<file path="src/rtl/uart_tx_out_if.sv">
`default_nettype none
// ============================================================================
// Module   : uart_tx_out_if
// Purpose  : I/O-bus write side plus serial/status outputs of the UART transmitter.
// Revision : 1.0
// ============================================================================
interface uart_tx_out_if;
    logic [15:0] port_id;
    logic [15:0] out_port;
    logic        write_strobe;
    logic        interrupt_ack;
    logic        tx;
    logic        txrdy;
    logic        interrupt;

    modport master (
        output port_id,
        output out_port,
        output write_strobe,
        output interrupt_ack,
        input  tx,
        input  txrdy,
        input  interrupt
    );

    modport slave (
        input  port_id,
        input  out_port,
        input  write_strobe,
        input  interrupt_ack,
        output tx,
        output txrdy,
        output interrupt
    );
endinterface
`default_nettype wire

</file>
<file path="src/rtl/uart_tx_out.sv">
`default_nettype none
// ============================================================================
// Module   : uart_tx_out
// Purpose  : Byte-wide 8N1 UART transmitter with sticky frame-done interrupt.
//            Define UART_TX_PARITY_EN to send 8E1 frames instead.
// Revision : 1.0
// ============================================================================
module uart_tx_out #(
    parameter int unsigned BAUD_DIV = 868,
    parameter logic [15:0] TX_PORT  = 16'h0000
) (
    input  wire logic       clk,
    input  wire logic       rst_n,
    uart_tx_out_if.slave    bus
);

`ifdef UART_TX_PARITY_EN
    typedef enum logic [2:0] {
        S_IDLE   = 3'd0,
        S_START  = 3'd1,
        S_DATA   = 3'd2,
        S_PARITY = 3'd3,
        S_STOP   = 3'd4
    } state_t;
`else
    typedef enum logic [2:0] {
        S_IDLE   = 3'd0,
        S_START  = 3'd1,
        S_DATA   = 3'd2,
        S_STOP   = 3'd4
    } state_t;
`endif

    localparam logic [15:0] C_BAUD_LAST = 16'(BAUD_DIV - 1);

    state_t      r_state;
    state_t      w_state_next;
    logic [15:0] r_baud_cnt;
    logic [2:0]  r_bit_idx;
    logic [7:0]  r_shreg;
    logic        r_tx;
    logic        r_txrdy;
    logic        r_irq;
    logic        w_ld;
    logic        w_bit_end;
    logic        w_tx_next;
    logic        w_frame_done;
    logic        unused_hi;

`ifdef UART_TX_PARITY_EN
    logic        r_parity;
`endif

    assign unused_hi = ^bus.out_port[15:8];

    assign w_ld      = bus.write_strobe && (bus.port_id == TX_PORT) && r_txrdy;
    assign w_bit_end = (r_baud_cnt == C_BAUD_LAST);

    always_ff @(posedge clk or negedge rst_n) begin
        if (!rst_n) begin
            r_state <= S_IDLE;
        end else begin
            r_state <= w_state_next;
        end
    end

    // TX is registered from the current state, so the line trails the state by one clock.
    always_comb begin
        w_state_next = r_state;
        w_tx_next    = 1'b1;
        w_frame_done = 1'b0;
        case (r_state)
            S_IDLE: begin
                if (w_ld) begin
                    w_state_next = S_START;
                end
            end
            S_START: begin
                w_tx_next = 1'b0;
                if (w_bit_end) begin
                    w_state_next = S_DATA;
                end
            end
            S_DATA: begin
                w_tx_next = r_shreg[0];
                if (w_bit_end && (r_bit_idx == 3'd7)) begin
`ifdef UART_TX_PARITY_EN
                    w_state_next = S_PARITY;
`else
                    w_state_next = S_STOP;
`endif
                end
            end
`ifdef UART_TX_PARITY_EN
            S_PARITY: begin
                w_tx_next = r_parity;
                if (w_bit_end) begin
                    w_state_next = S_STOP;
                end
            end
`endif
            S_STOP: begin
                w_tx_next = 1'b1;
                if (w_bit_end) begin
                    w_state_next = S_IDLE;
                    w_frame_done = 1'b1;
                end
            end
            default: begin
                w_state_next = S_IDLE;
            end
        endcase
    end

    always_ff @(posedge clk or negedge rst_n) begin
        if (!rst_n) begin
            r_baud_cnt <= 16'd0;
            r_bit_idx  <= 3'd0;
            r_shreg    <= 8'd0;
            r_tx       <= 1'b1;
            r_txrdy    <= 1'b1;
            r_irq      <= 1'b0;
        end else begin
            r_tx <= w_tx_next;

            if (w_ld || (r_state == S_IDLE) || w_bit_end) begin
                r_baud_cnt <= 16'd0;
            end else begin
                r_baud_cnt <= r_baud_cnt + 16'd1;
            end

            if (w_ld) begin
                r_shreg   <= bus.out_port[7:0];
                r_bit_idx <= 3'd0;
            end else if ((r_state == S_DATA) && w_bit_end) begin
                r_shreg   <= {1'b0, r_shreg[7:1]};
                r_bit_idx <= r_bit_idx + 3'd1;
            end

            if (w_ld) begin
                r_txrdy <= 1'b0;
            end else if (w_frame_done) begin
                r_txrdy <= 1'b1;
            end

            // A set coinciding with an ack takes priority so no completion is lost.
            if (w_frame_done) begin
                r_irq <= 1'b1;
            end else if (bus.interrupt_ack) begin
                r_irq <= 1'b0;
            end
        end
    end

`ifdef UART_TX_PARITY_EN
    always_ff @(posedge clk or negedge rst_n) begin
        if (!rst_n) begin
            r_parity <= 1'b0;
        end else if (w_ld) begin
            r_parity <= ^bus.out_port[7:0];
        end
    end
`endif

    assign bus.tx        = r_tx;
    assign bus.txrdy     = r_txrdy;
    assign bus.interrupt = r_irq;

endmodule
`default_nettype wire

</file>
<file path="src/flat_wrapper.sv">
// flat-port wrapper written by rule: the top's interface ports become plain ports
module uart_tx_out_flat 
#(
    parameter int unsigned BAUD_DIV = 868,
    parameter logic [15:0] TX_PORT  = 16'h0000
)
  (clk, rst_n, bus_port_id, bus_out_port, bus_write_strobe, bus_interrupt_ack, bus_tx, bus_txrdy, bus_interrupt);
  uart_tx_out_if bus_i ();
  input  wire logic clk;
  input  wire logic rst_n;
  input wire logic [$bits(bus_i.port_id)-1:0] bus_port_id;
  input wire logic [$bits(bus_i.out_port)-1:0] bus_out_port;
  input wire logic [$bits(bus_i.write_strobe)-1:0] bus_write_strobe;
  input wire logic [$bits(bus_i.interrupt_ack)-1:0] bus_interrupt_ack;
  output wire logic [$bits(bus_i.tx)-1:0] bus_tx;
  output wire logic [$bits(bus_i.txrdy)-1:0] bus_txrdy;
  output wire logic [$bits(bus_i.interrupt)-1:0] bus_interrupt;
  assign bus_i.port_id = bus_port_id;
  assign bus_i.out_port = bus_out_port;
  assign bus_i.write_strobe = bus_write_strobe;
  assign bus_i.interrupt_ack = bus_interrupt_ack;
  assign bus_tx = bus_i.tx;
  assign bus_txrdy = bus_i.txrdy;
  assign bus_interrupt = bus_i.interrupt;
  uart_tx_out #(.BAUD_DIV(BAUD_DIV), .TX_PORT(TX_PORT)) u_core (.clk(clk), .rst_n(rst_n), .bus(bus_i));
endmodule
</file>
<file path="config.mk">
export PLATFORM = sky130hd
export DESIGN_NAME = uart_tx_out_flat
export DESIGN_NICKNAME = d
export VERILOG_FILES = /design/src/rtl/uart_tx_out_if.sv /design/src/rtl/uart_tx_out.sv /design/src/flat_wrapper.sv
export SDC_FILE = /design/constraint.sdc
export NUM_CORES = 1
export LEC_CHECK = 0
export BUFFER_PORTS_ARGS = -buffer_cell sky130_fd_sc_hd__buf_4
export CORE_UTILIZATION = 30
export CTS_CLUSTER_DIAMETER = 80
export DETAILED_ROUTE_END_ITERATION = 16
export HOLD_SLACK_MARGIN = 0.1
export PLACE_DENSITY = 0.55
export SLEW_MARGIN = 20
export SYNTH_ARGS = -nofsm -noshare
export SYNTH_HDL_FRONTEND = slang
export SYNTH_SLANG_ARGS = --single-unit
</file>
<file path="constraint.sdc">
create_clock -name clk -period 5.48 [get_ports clk]
set_clock_uncertainty 0.15 [all_clocks]
set_input_delay 0.274 -clock clk [delete_from_list [all_inputs] [get_ports clk]]
set_output_delay 0.274 -clock clk [all_outputs]
set_load 0.1 [all_outputs]
</file>
Yosys cells after proc, flatten, opt, wreduce, memory -nomap -nowiden. Index checks and enable logic that the tools add are counted.

Add/subtract/negate cells: 2. Multiply operators: 0. Div/mod/pow operators: 0. Order comparisons: 0. Equal/unequal tests: 9. Shift operators: 0. Multiplexer cells: 17. Bitwise gates (word level): 0. Reduce and logical (&&, ||, !) cells: 12.

Operator list (number): 3-bit two-way mux (6); 16-bit by 1-bit adder with 16-bit output (second input constant) (1); 16-bit by 10-bit equality test with 1-bit output (second input constant) (1); 16-bit logical NOT (1); 16-bit two-way mux (1); 8-bit two-way mux (2); 3-bit case mux with 4 select lines (1); 2-bit by 1-bit != test with 1-bit output (second input constant) (4); 3-bit equality test (second input constant) (2); 1-bit two-way mux (6); 2-bit nonzero test (3); 1-bit logical AND (4); 4-bit AND reduction (1); 3-bit by 1-bit adder with 3-bit output (second input constant) (1); 3-bit by 1-bit equality test with 1-bit output (second input constant) (1); 3-bit by 2-bit equality test with 1-bit output (second input constant) (1); 3-bit logical NOT (1); 1-bit logical OR (2); 1-bit case mux with 2 select lines (1).

Register bits: 33. Latch bits: 0. Memory bits (writable): 0. ROM bits: 0. Memories: 0.

Depth between registers and ports, before layout. Gate-level depths: netlist of run 1.

Depth after elaboration: 6. Gate-level depth with buffers: 7. Depth with buffers taken out: 5.

Worst setup path after synthesis of run 1. No wires, ideal clock.

Kind: reg-to-reg. From: reg u_core.r_txrdy, in the netlist u_core.bus.txrdy. To: reg u_core.r_state[0]. Arrival: 2.314 ns. Data required time: 5.219 ns. Slack: 2.905 ns. Stages on the path, launching flop included: 6. Cell sequence: dfstp_2 -> or4b_1 -> buf_6 -> or3_4 -> buf_6 -> a2111oi_2.

Word-level cells in the longest chain between the ends: 3.

Ends and longest elaborated chain: start: declaration (line uart_tx_out.sv:42) `logic r_txrdy;`; start signal: assignment (line uart_tx_out.sv:121) `r_txrdy <= 1'b1;`; start signal: assignment (line uart_tx_out.sv:141) `r_txrdy <= 1'b0;`; start signal: assignment (line uart_tx_out.sv:143) `r_txrdy <= 1'b1;`; 1-bit logical AND (line uart_tx_out.sv:56) `assign w_ld = bus.write_strobe && (bus.port_id == TX_PORT) && r_txrdy;`; 2-bit by 1-bit != test with 1-bit output (no line); 4-bit AND reduction (no line); end signal: assignment (line uart_tx_out.sv:63) `r_state <= w_state_next;`; end: declaration (line uart_tx_out.sv:36) `state_t r_state;`.

Every way passes these cells. A chain may end at the register's enable or synchronous reset.

Worst setup path after layout of run 1.
From: reg u_core.r_baud_cnt[0]. To: reg u_core.r_bit_idx[0].

Word-level cells in the longest chain between the ends: 3.

Ends and longest elaborated chain: start: declaration (line uart_tx_out.sv:38) `logic [15:0] r_baud_cnt;`; start signal: assignment (line uart_tx_out.sv:129) `r_baud_cnt <= r_baud_cnt + 16'd1;`; 16-bit by 10-bit equality test with 1-bit output (line uart_tx_out.sv:57) `assign w_bit_end = (r_baud_cnt == C_BAUD_LAST);`; 1-bit logical AND (line uart_tx_out.sv:135) `end else if ((r_state == S_DATA) && w_bit_end) begin`; 2-bit nonzero test (no line); end signal: assignment (line uart_tx_out.sv:137) `r_bit_idx <= r_bit_idx + 3'd1;`; end: declaration (line uart_tx_out.sv:39) `logic [2:0] r_bit_idx;`.

Every way passes these cells.

==> flow_metrics.env, run 1 <==
export IMPL_route_vias_total=1422
export IMPL_max_clock_freq_mhz=431
export IMPL_first_pass_grt_wire_length_um=6080
export IMPL_post_route_util=0.396
export IMPL_postCtsResizedCells=0
export IMPL_ys_types=35
export IMPL_timing_setup_tns_ns=0
export IMPL_clock_h_tree_levels=2
export IMPL_hold_buffers=3
export IMPL_critical_path_arrival_ns=2.37
export IMPL_detailedRoute_firstIterationViolations=103
export IMPL_clkTransAtPathRegs_ns=0.07
export IMPL_worst_setup_path_type="reg2reg"
export IMPL_number_of_nets_with_antenna_violations_after_routing=0
export IMPL_grt_util_all_layers=0.129
export IMPL_dpl_cell_area_um2=1970
export IMPL_clk_latency_ns=0.28
export IMPL_grt_overflow=0
export IMPL_top_level_pins=39
export IMPL_yosys_top_cell_by_area="dfrtp_1"
export IMPL_layout_cell_area_non_filler_um2=2090
export IMPL_yosys_area_share_simple=0.259
export IMPL_post_synth_top_area_share=0.458
export IMPL_cts_inserted_buffers=5
export IMPL_cts_buffer_depth=2
export IMPL_final_period_utilization=0.423
export IMPL_die_height_um=77.1
export IMPL_ir_worst_vdd_v=0.0000968
export IMPL_critPathMaxStageDelay_ns=0.53
export IMPL_crit_chain="ha_1 -> nor3b_1 -> nand4b_1 -> or3_1 -> a21oi_1"
export IMPL_critPathRequiredTime_ns=5.54
export IMPL_synthFlopType="dfrtp_1"
export IMPL_post_synth_fa_ha_maj_area_fraction=0.0222
export IMPL_post_synth_mux_area_share=0.00591
export IMPL_initial_core_util=0.321
export IMPL_synthesis_yosys_warnings=0
export IMPL_clk_root_buffer_cell="clkbuf_8"
export IMPL_hold_worst_slack_ns=0.126
export IMPL_reg2reg_slack_ns=3.16
export IMPL_timing_critical_path_to_type="register"
export IMPL_n_antenna_cell=0
export IMPL_max_slew_worst_pin_slew_ns=0.599
export IMPL_r2r_end="u_core.r_bit_idx[0]"
export IMPL_grt_pass1_vias=1332
export IMPL_main_combinational_cell_family_by_area_after_synthesis="simple AND/OR/NAND/NOR gates"
export IMPL_final_layout_size_suffix_gt1_frac=0.204
export IMPL_power_leakage_nw=0.802
export IMPL_outcome="completed"
export IMPL_worst_path_max_fanout=15
export IMPL_r2r_cells=5
export IMPL_setup_worst_path_start="u_core.r_baud_cnt[0]"
export IMPL_routed_via_density=4.97
export IMPL_cp_endpoint="u_core.r_bit_idx[0]"
export IMPL_crit_path_start_kind="register"
export IMPL_final_net_count=255
export IMPL_hpwl_um=2470
export IMPL_cp_max_delay_cell="or3_1"
export IMPL_clock_sinks=33
export IMPL_synth_edf_count=0
export IMPL_slew_headroom=0.599
export IMPL_syn_cell_area_um2=1690
export IMPL_timing_hold_worst_class="in2reg"
export IMPL_synth_area_leaders="dfrtp_1 46%, nor2_1 5.3%, xnor2_1 4.7%"
export IMPL_detailed_routing_iteration_count_for_the_pre_antenna_repair_pass=4
export IMPL_floorplan_die_area_um2=5950
export IMPL_drv_cap=0
export IMPL_die_w_um=77.1
export IMPL_synth_ff_latch_count=33
export IMPL_async_reset_ff_frac=1.00
export IMPL_synthesis_nets=221
export IMPL_synth_xor_area_frac=0.0569
export IMPL_post_synth_cell_area_avg_um2=9.30
export IMPL_power_density_nw_per_um2=237
export IMPL_syn_instance_count=182
export IMPL_clock_tree_from_tritoncts="done"
export IMPL_layout_cells_most_common_list="31 x buf_4, 31 x dfrtp_1, 24 x nor2_1"
export IMPL_total_count_of_hold_check_failures_in_the_final_report=0
export IMPL_pin_count_of_the_biggest_net_entering_global_routing=34
export IMPL_placement_rows=26
export IMPL_synth_sequential_area_ratio=0.489
export IMPL_final_min_clock_period_ns=2.32
export IMPL_reg2reg_from="u_core.r_baud_cnt[0]"
export IMPL_port_buffers=30
export IMPL_complex_gate_fraction_of_the_synthesized_area=0.122
export IMPL_report_final_setup_viol=0
export IMPL_wl_per_cell_um=12.6
export IMPL_grt_antenna_before_repair=0
export IMPL_route_detailed_drc=0
export IMPL_cts_setup_buffers=0
export IMPL_detail_route_wirelength_um=3600
export IMPL_rsz_0062_raised_after_global_routing="false"
export IMPL_core_footprint_um2=5270
export IMPL_final_max_slew_violation_count=0
export IMPL_flow_area_growth_from_synthesis_pct=23.3
export IMPL_place_congestion=0.704
## synthesized netlist by cell type (3+ instances only)
cell type	instances
a21oi_1	9
a31oi_1	7
clkbuf_1	4
dfrtp_1	31
ha_1	3
inv_1	9
nand2_1	9
nand2b_1	3
nand3_1	13
nand4_1	3
nor2_1	24
nor3_1	9
nor4_1	7
o21ai_0	13
or3_1	3
xnor2_1	9
## state kept, by name, summed over array words and instances (netlist names)
| name | cells |
|---|---|
| u_core.bus.interrupt | 1 |
| u_core.bus.tx | 1 |
| u_core.bus.txrdy | 1 |
| u_core.r_baud_cnt | 16 |
| u_core.r_bit_idx | 3 |
| u_core.r_shreg | 8 |
| u_core.r_state | 3 |
## how the worst min path moves through the flow
stage | cells after the start | startpoint | slack (ns) | to
3_3_place_gp | 1 | rst_n | 0.1 | u_core.r_baud_cnt[5]
6_report | 3 | bus_out_port[3] | 0.13 | u_core.r_shreg[3]
4_1_cts | 3 | bus_out_port[5] | 0.12 | u_core.r_shreg[5]
5_1_grt | 3 | bus_out_port[1] | 0.12 | u_core.r_shreg[1]
3_5_place_dp | 1 | rst_n | 0.09 | u_core.r_baud_cnt[5]
2_1_floorplan | 0 | rst_n | -0.17 | u_core.bus.interrupt
## final cells by class
| type | count | area [um2] |
|---|---|---|
| Sequential cell | 33 | 828 |
| Fill cell | 570 | 3180 |
| Inverter | 9 | 33.8 |
| Clock buffer | 7 | 86.3 |
| Tap cell | 70 | 87.6 |
| Multi-Input combinational cell | 133 | 788 |
| Timing Repair Buffer | 34 | 263 |
## cell families after synthesis
| family | count (synthesis) |
|---|---|
| fa+ha+maj | 3 |
| buf+inv | 16 |
| flops | 33 |
| compound gates | 35 |
| simple gates | 83 |
| mux | 1 |
| xor+xnor | 11 |
## worst max-delay path: cells and delay by family, from the launching register on
family                     cells  cell delay (ns)
DFF                            1             0.39
and+or+nand+nor                3             1.30
AOI/OAI and AO/OA              1             0.14
adders and majority gates      1             0.26
## report_power, final
part | total (W) | internal [W] | switching [W]
Combinational | 0.0000411 | 0.0000240 | 0.0000171
Clock | 0.000185 | 0.0000996 | 0.0000858
Sequential | 0.000269 | 0.000254 | 0.0000143
Total | 0.000495 | 0.000378 | 0.000117
## stage by stage
| step | std cells | worst slack, ns | power, W |
|---|---|---|---|
| after floorplan | 182 | 2.90 | 0.000289 |
| after global placement | 276 | 3.15 | 0.000313 |
| after detailed placement | 276 | 3.15 | 0.000313 |
| after CTS | 286 | 3.15 | 0.000503 |
| after global routing | 286 | 2.98 | 0.000515 |
| final | 286 | 3.16 | 0.000495 |
## metal layers
| layer | up-vias | track usage | routed length [um] |
|---|---|---|---|
| met3 | 7 | 0.0250 | 152 |
| met1 | 660 | 0.174 | 1720 |
| met5 | - | 0 | 0 |
| li1 | 721 | - | - |
| met2 | 34 | 0.192 | 1640 |
| met4 | 0 | 0.0736 | 85 |
(Power assumes the default switching activity.)
==> inputs of run 2 (changes only) <==
==> constraint.sdc (replaced) <==
create_clock -name clk -period 2.35 [get_ports clk]
set_clock_uncertainty 0.15 [all_clocks]
set_input_delay 0.1175 -clock clk [delete_from_list [all_inputs] [get_ports clk]]
set_output_delay 0.1175 -clock clk [all_outputs]
set_load 0.1 [all_outputs]
==> run 2 against run 1 <==
Compared with the run above: via count rose by 2.7%; routed wire length rose by 5.0%; flip-flop and latch count did not move; largest cell class unchanged.
==> flow_metrics.env, run 2 (synthesized netlist as in run 1, its figures left out) <==
export IMPL_area_of_the_multi_input_gates_um2=805
export IMPL_crit_chain="or4b_4 -> or3_4 -> a2111oi_4"
export IMPL_top_level_pins=39
export IMPL_floorplan_die_area_um2=5950
export IMPL_intPower_w=0.000861
export IMPL_largest_reg_flops=16
export IMPL_place_congestion=0.705
export IMPL_die_w_um=77.1
export IMPL_cts_inserted_buffers=5
export IMPL_cts_setup_buffers=0
export IMPL_r2r_end="u_core.r_state[0]"
export IMPL_power_leakage_nw=0.859
export IMPL_clock_h_tree_levels=2
export IMPL_timing_hold_worst_class="in2reg"
export IMPL_grt_pass1_vias=1377
export IMPL_total_count_of_hold_check_failures_in_the_final_report=0
export IMPL_r2r_cells=3
export IMPL_initial_core_util=0.321
export IMPL_timing_hold_worst_start="bus_port_id[2]"
export IMPL_reg2reg_from="u_core.bus.txrdy"
export IMPL_hpwl_um=2570
export IMPL_slew_headroom=0.595
export IMPL_clk_root_buffer_cell="clkbuf_8"
export IMPL_net_sw_frac=0.253
export IMPL_critPathRequiredTime_ns=2.39
export IMPL_p_comb_frac=0.091
export IMPL_detail_route_wirelength_um=3780
export IMPL_grt_overflow=0
export IMPL_max_slew_worst_pin_slew_ns=0.605
export IMPL_clock_tree_from_tritoncts="done"
export IMPL_core_footprint_um2=5270
export IMPL_number_of_nets_with_antenna_violations_after_routing=0
export IMPL_final_min_clock_period_ns=2.12
export IMPL_grt_util_all_layers=0.135
export IMPL_clock_sinks=33
export IMPL_placement_rows=26
export IMPL_critPathMaxStageDelay_ns=0.62
export IMPL_drv_cap=0
export IMPL_final_max_slew_violation_count=0
export IMPL_p_seq_frac=0.544
export IMPL_worst_setup_path_type="reg2reg"
export IMPL_grt_antenna_before_repair=0
export IMPL_final_layout_size_suffix_gt1_frac=0.220
export IMPL_power_switching_w=0.000292
export IMPL_die_height_um=77.1
export IMPL_finalWorstSetupSlack_ns=0.229
export IMPL_outcome="completed"
export IMPL_timing_critical_path_to_type="register"
export IMPL_route_vias_total=1461
export IMPL_n_antenna_cell=0
export IMPL_hold_path_endpoint="u_core.r_state[0]"
export IMPL_detailed_routing_iteration_count_for_the_pre_antenna_repair_pass=4
export IMPL_reg2reg_slack_ns=0.23
export IMPL_final_period_utilization=0.902
export IMPL_crit_path_start_kind="register"
export IMPL_final_net_count=265
export IMPL_layout_cells_most_common_list="32 x buf_4, 31 x dfrtp_1, 24 x nor2_1"
export IMPL_cp_max_delay_cell="dfstp_4"
export IMPL_max_clock_freq_mhz=472
export IMPL_report_final_setup_viol=0
export IMPL_pin_count_of_the_biggest_net_entering_global_routing=34
export IMPL_detailedRoute_firstIterationViolations=103
export IMPL_power_share_clock=0.365
export IMPL_fillCellCount=535
export IMPL_power_density_nw_per_um2=519
export IMPL_route_detailed_drc=0
export IMPL_reg_largest_list="u_core.r_baud_cnt: 16 flops, u_core.r_shreg: 8 flops"
export IMPL_cts_buffer_depth=2
export IMPL_clk_latency_ns=0.29
export IMPL_critical_path_arrival_ns=2.16
export IMPL_clkTransAtPathRegs_ns=0.07
export IMPL_ir_worst_vdd_v=0.000323
export IMPL_largest_register_by_flop_count="u_core.r_baud_cnt"
export IMPL_register_area_um2=832
export IMPL_port_buffers=30
export IMPL_final_common_cell="buf_4"
export IMPL_flow_area_growth_from_synthesis_pct=31.4
export IMPL_first_pass_grt_wire_length_um=6340
export IMPL_min_delay_path_depth=5
export IMPL_place_ws_ns=0.247
export IMPL_worst_path_max_fanout=10
export IMPL_wl_per_cell_um=12.7
export IMPL_timing_setup_tns_ns=0
export IMPL_routed_via_density=4.92
export IMPL_rsz_0062_raised_after_global_routing="false"
run 2: changes by cell type in the layout (fill, tap and decap cells not counted), sizes merged:
cell and delta:
clkbuf -2, buf +3, dlygate4sd3 +7, clkinv +2, clkinvlp +1
run 2: per-layer routing:
metal | track usage | up-vias | part of all wire
met1 | 0.180 | 693 | 0.50
met5 | 0 | - | 0
li1 | - | 737 | -
met2 | 0.205 | 24 | 0.45
met4 | 0.0604 | 0 | 0.022
met3 | 0.0333 | 7 | 0.030
run 2: how the worst max path moves through the flow:
| stage | from | to | depth (start not counted) |
|---|---|---|---|
| final | u_core.bus.txrdy | u_core.r_state[0] | 3 |
| after global routing | u_core.r_baud_cnt[5] | u_core.r_baud_cnt[15] | 4 |
| after CTS | u_core.bus.txrdy | u_core.r_state[0] | 3 |
| after detailed placement | u_core.bus.txrdy | u_core.r_state[0] | 3 |
| after global placement | u_core.bus.txrdy | u_core.r_state[0] | 3 |
| after floorplan | u_core.bus.txrdy | u_core.r_state[0] | 5 |
run 2: area by class of cell:
type | count | area share
flip-flops and latches | 33 | 0.374
multi-input cells | 133 | 0.362
repair buffers | 44 | 0.171
well taps | 70 | 0.0394
clock buffers | 5 | 0.0309
inverters | 9 | 0.0152
clock inverters | 3 | 0.00787
run 2: power groups by stage:
stage                     Sequential, W  Clock, W  Combinational (W)
after floorplan                0.000630         0          0.0000439
after global placement         0.000636         0          0.0000926
after detailed placement       0.000637         0          0.0000932
after CTS                      0.000627  0.000430           0.000107
after global routing           0.000631  0.000455           0.000118
final                          0.000627  0.000421           0.000105
run 2: through the flow:
| stage | hold slack (ns) | utilization | total power [W] | cells | area, um2 |
|---|---|---|---|---|---|
| floorplan | -0.328 | - | 0.000674 | 182 | 1710 |
| global placement | -0.0549 | 0.387 | 0.000729 | 279 | 2040 |
| detailed placement | -0.0598 | 0.387 | 0.000731 | 279 | 2040 |
| CTS | 0.141 | 0.422 | 0.00116 | 297 | 2220 |
| global route | 0.179 | 0.422 | 0.00120 | 297 | 2220 |
| finish | 0.145 | 0.422 | 0.00115 | 297 | 2220 |
run 2: worst max-delay path: cells and delay by family (launching register included):
kind	cells	cell delay, ns
AOI/OAI and AO/OA	1	0.30
and+or+nand+nor	2	0.95
DFF	1	0.62
run 2: timing repair:
action                    4_1_cts  5_1_grt
gates resized for setup         0        0
hold endpoints to repair       42        0
hold buffers                   10        0
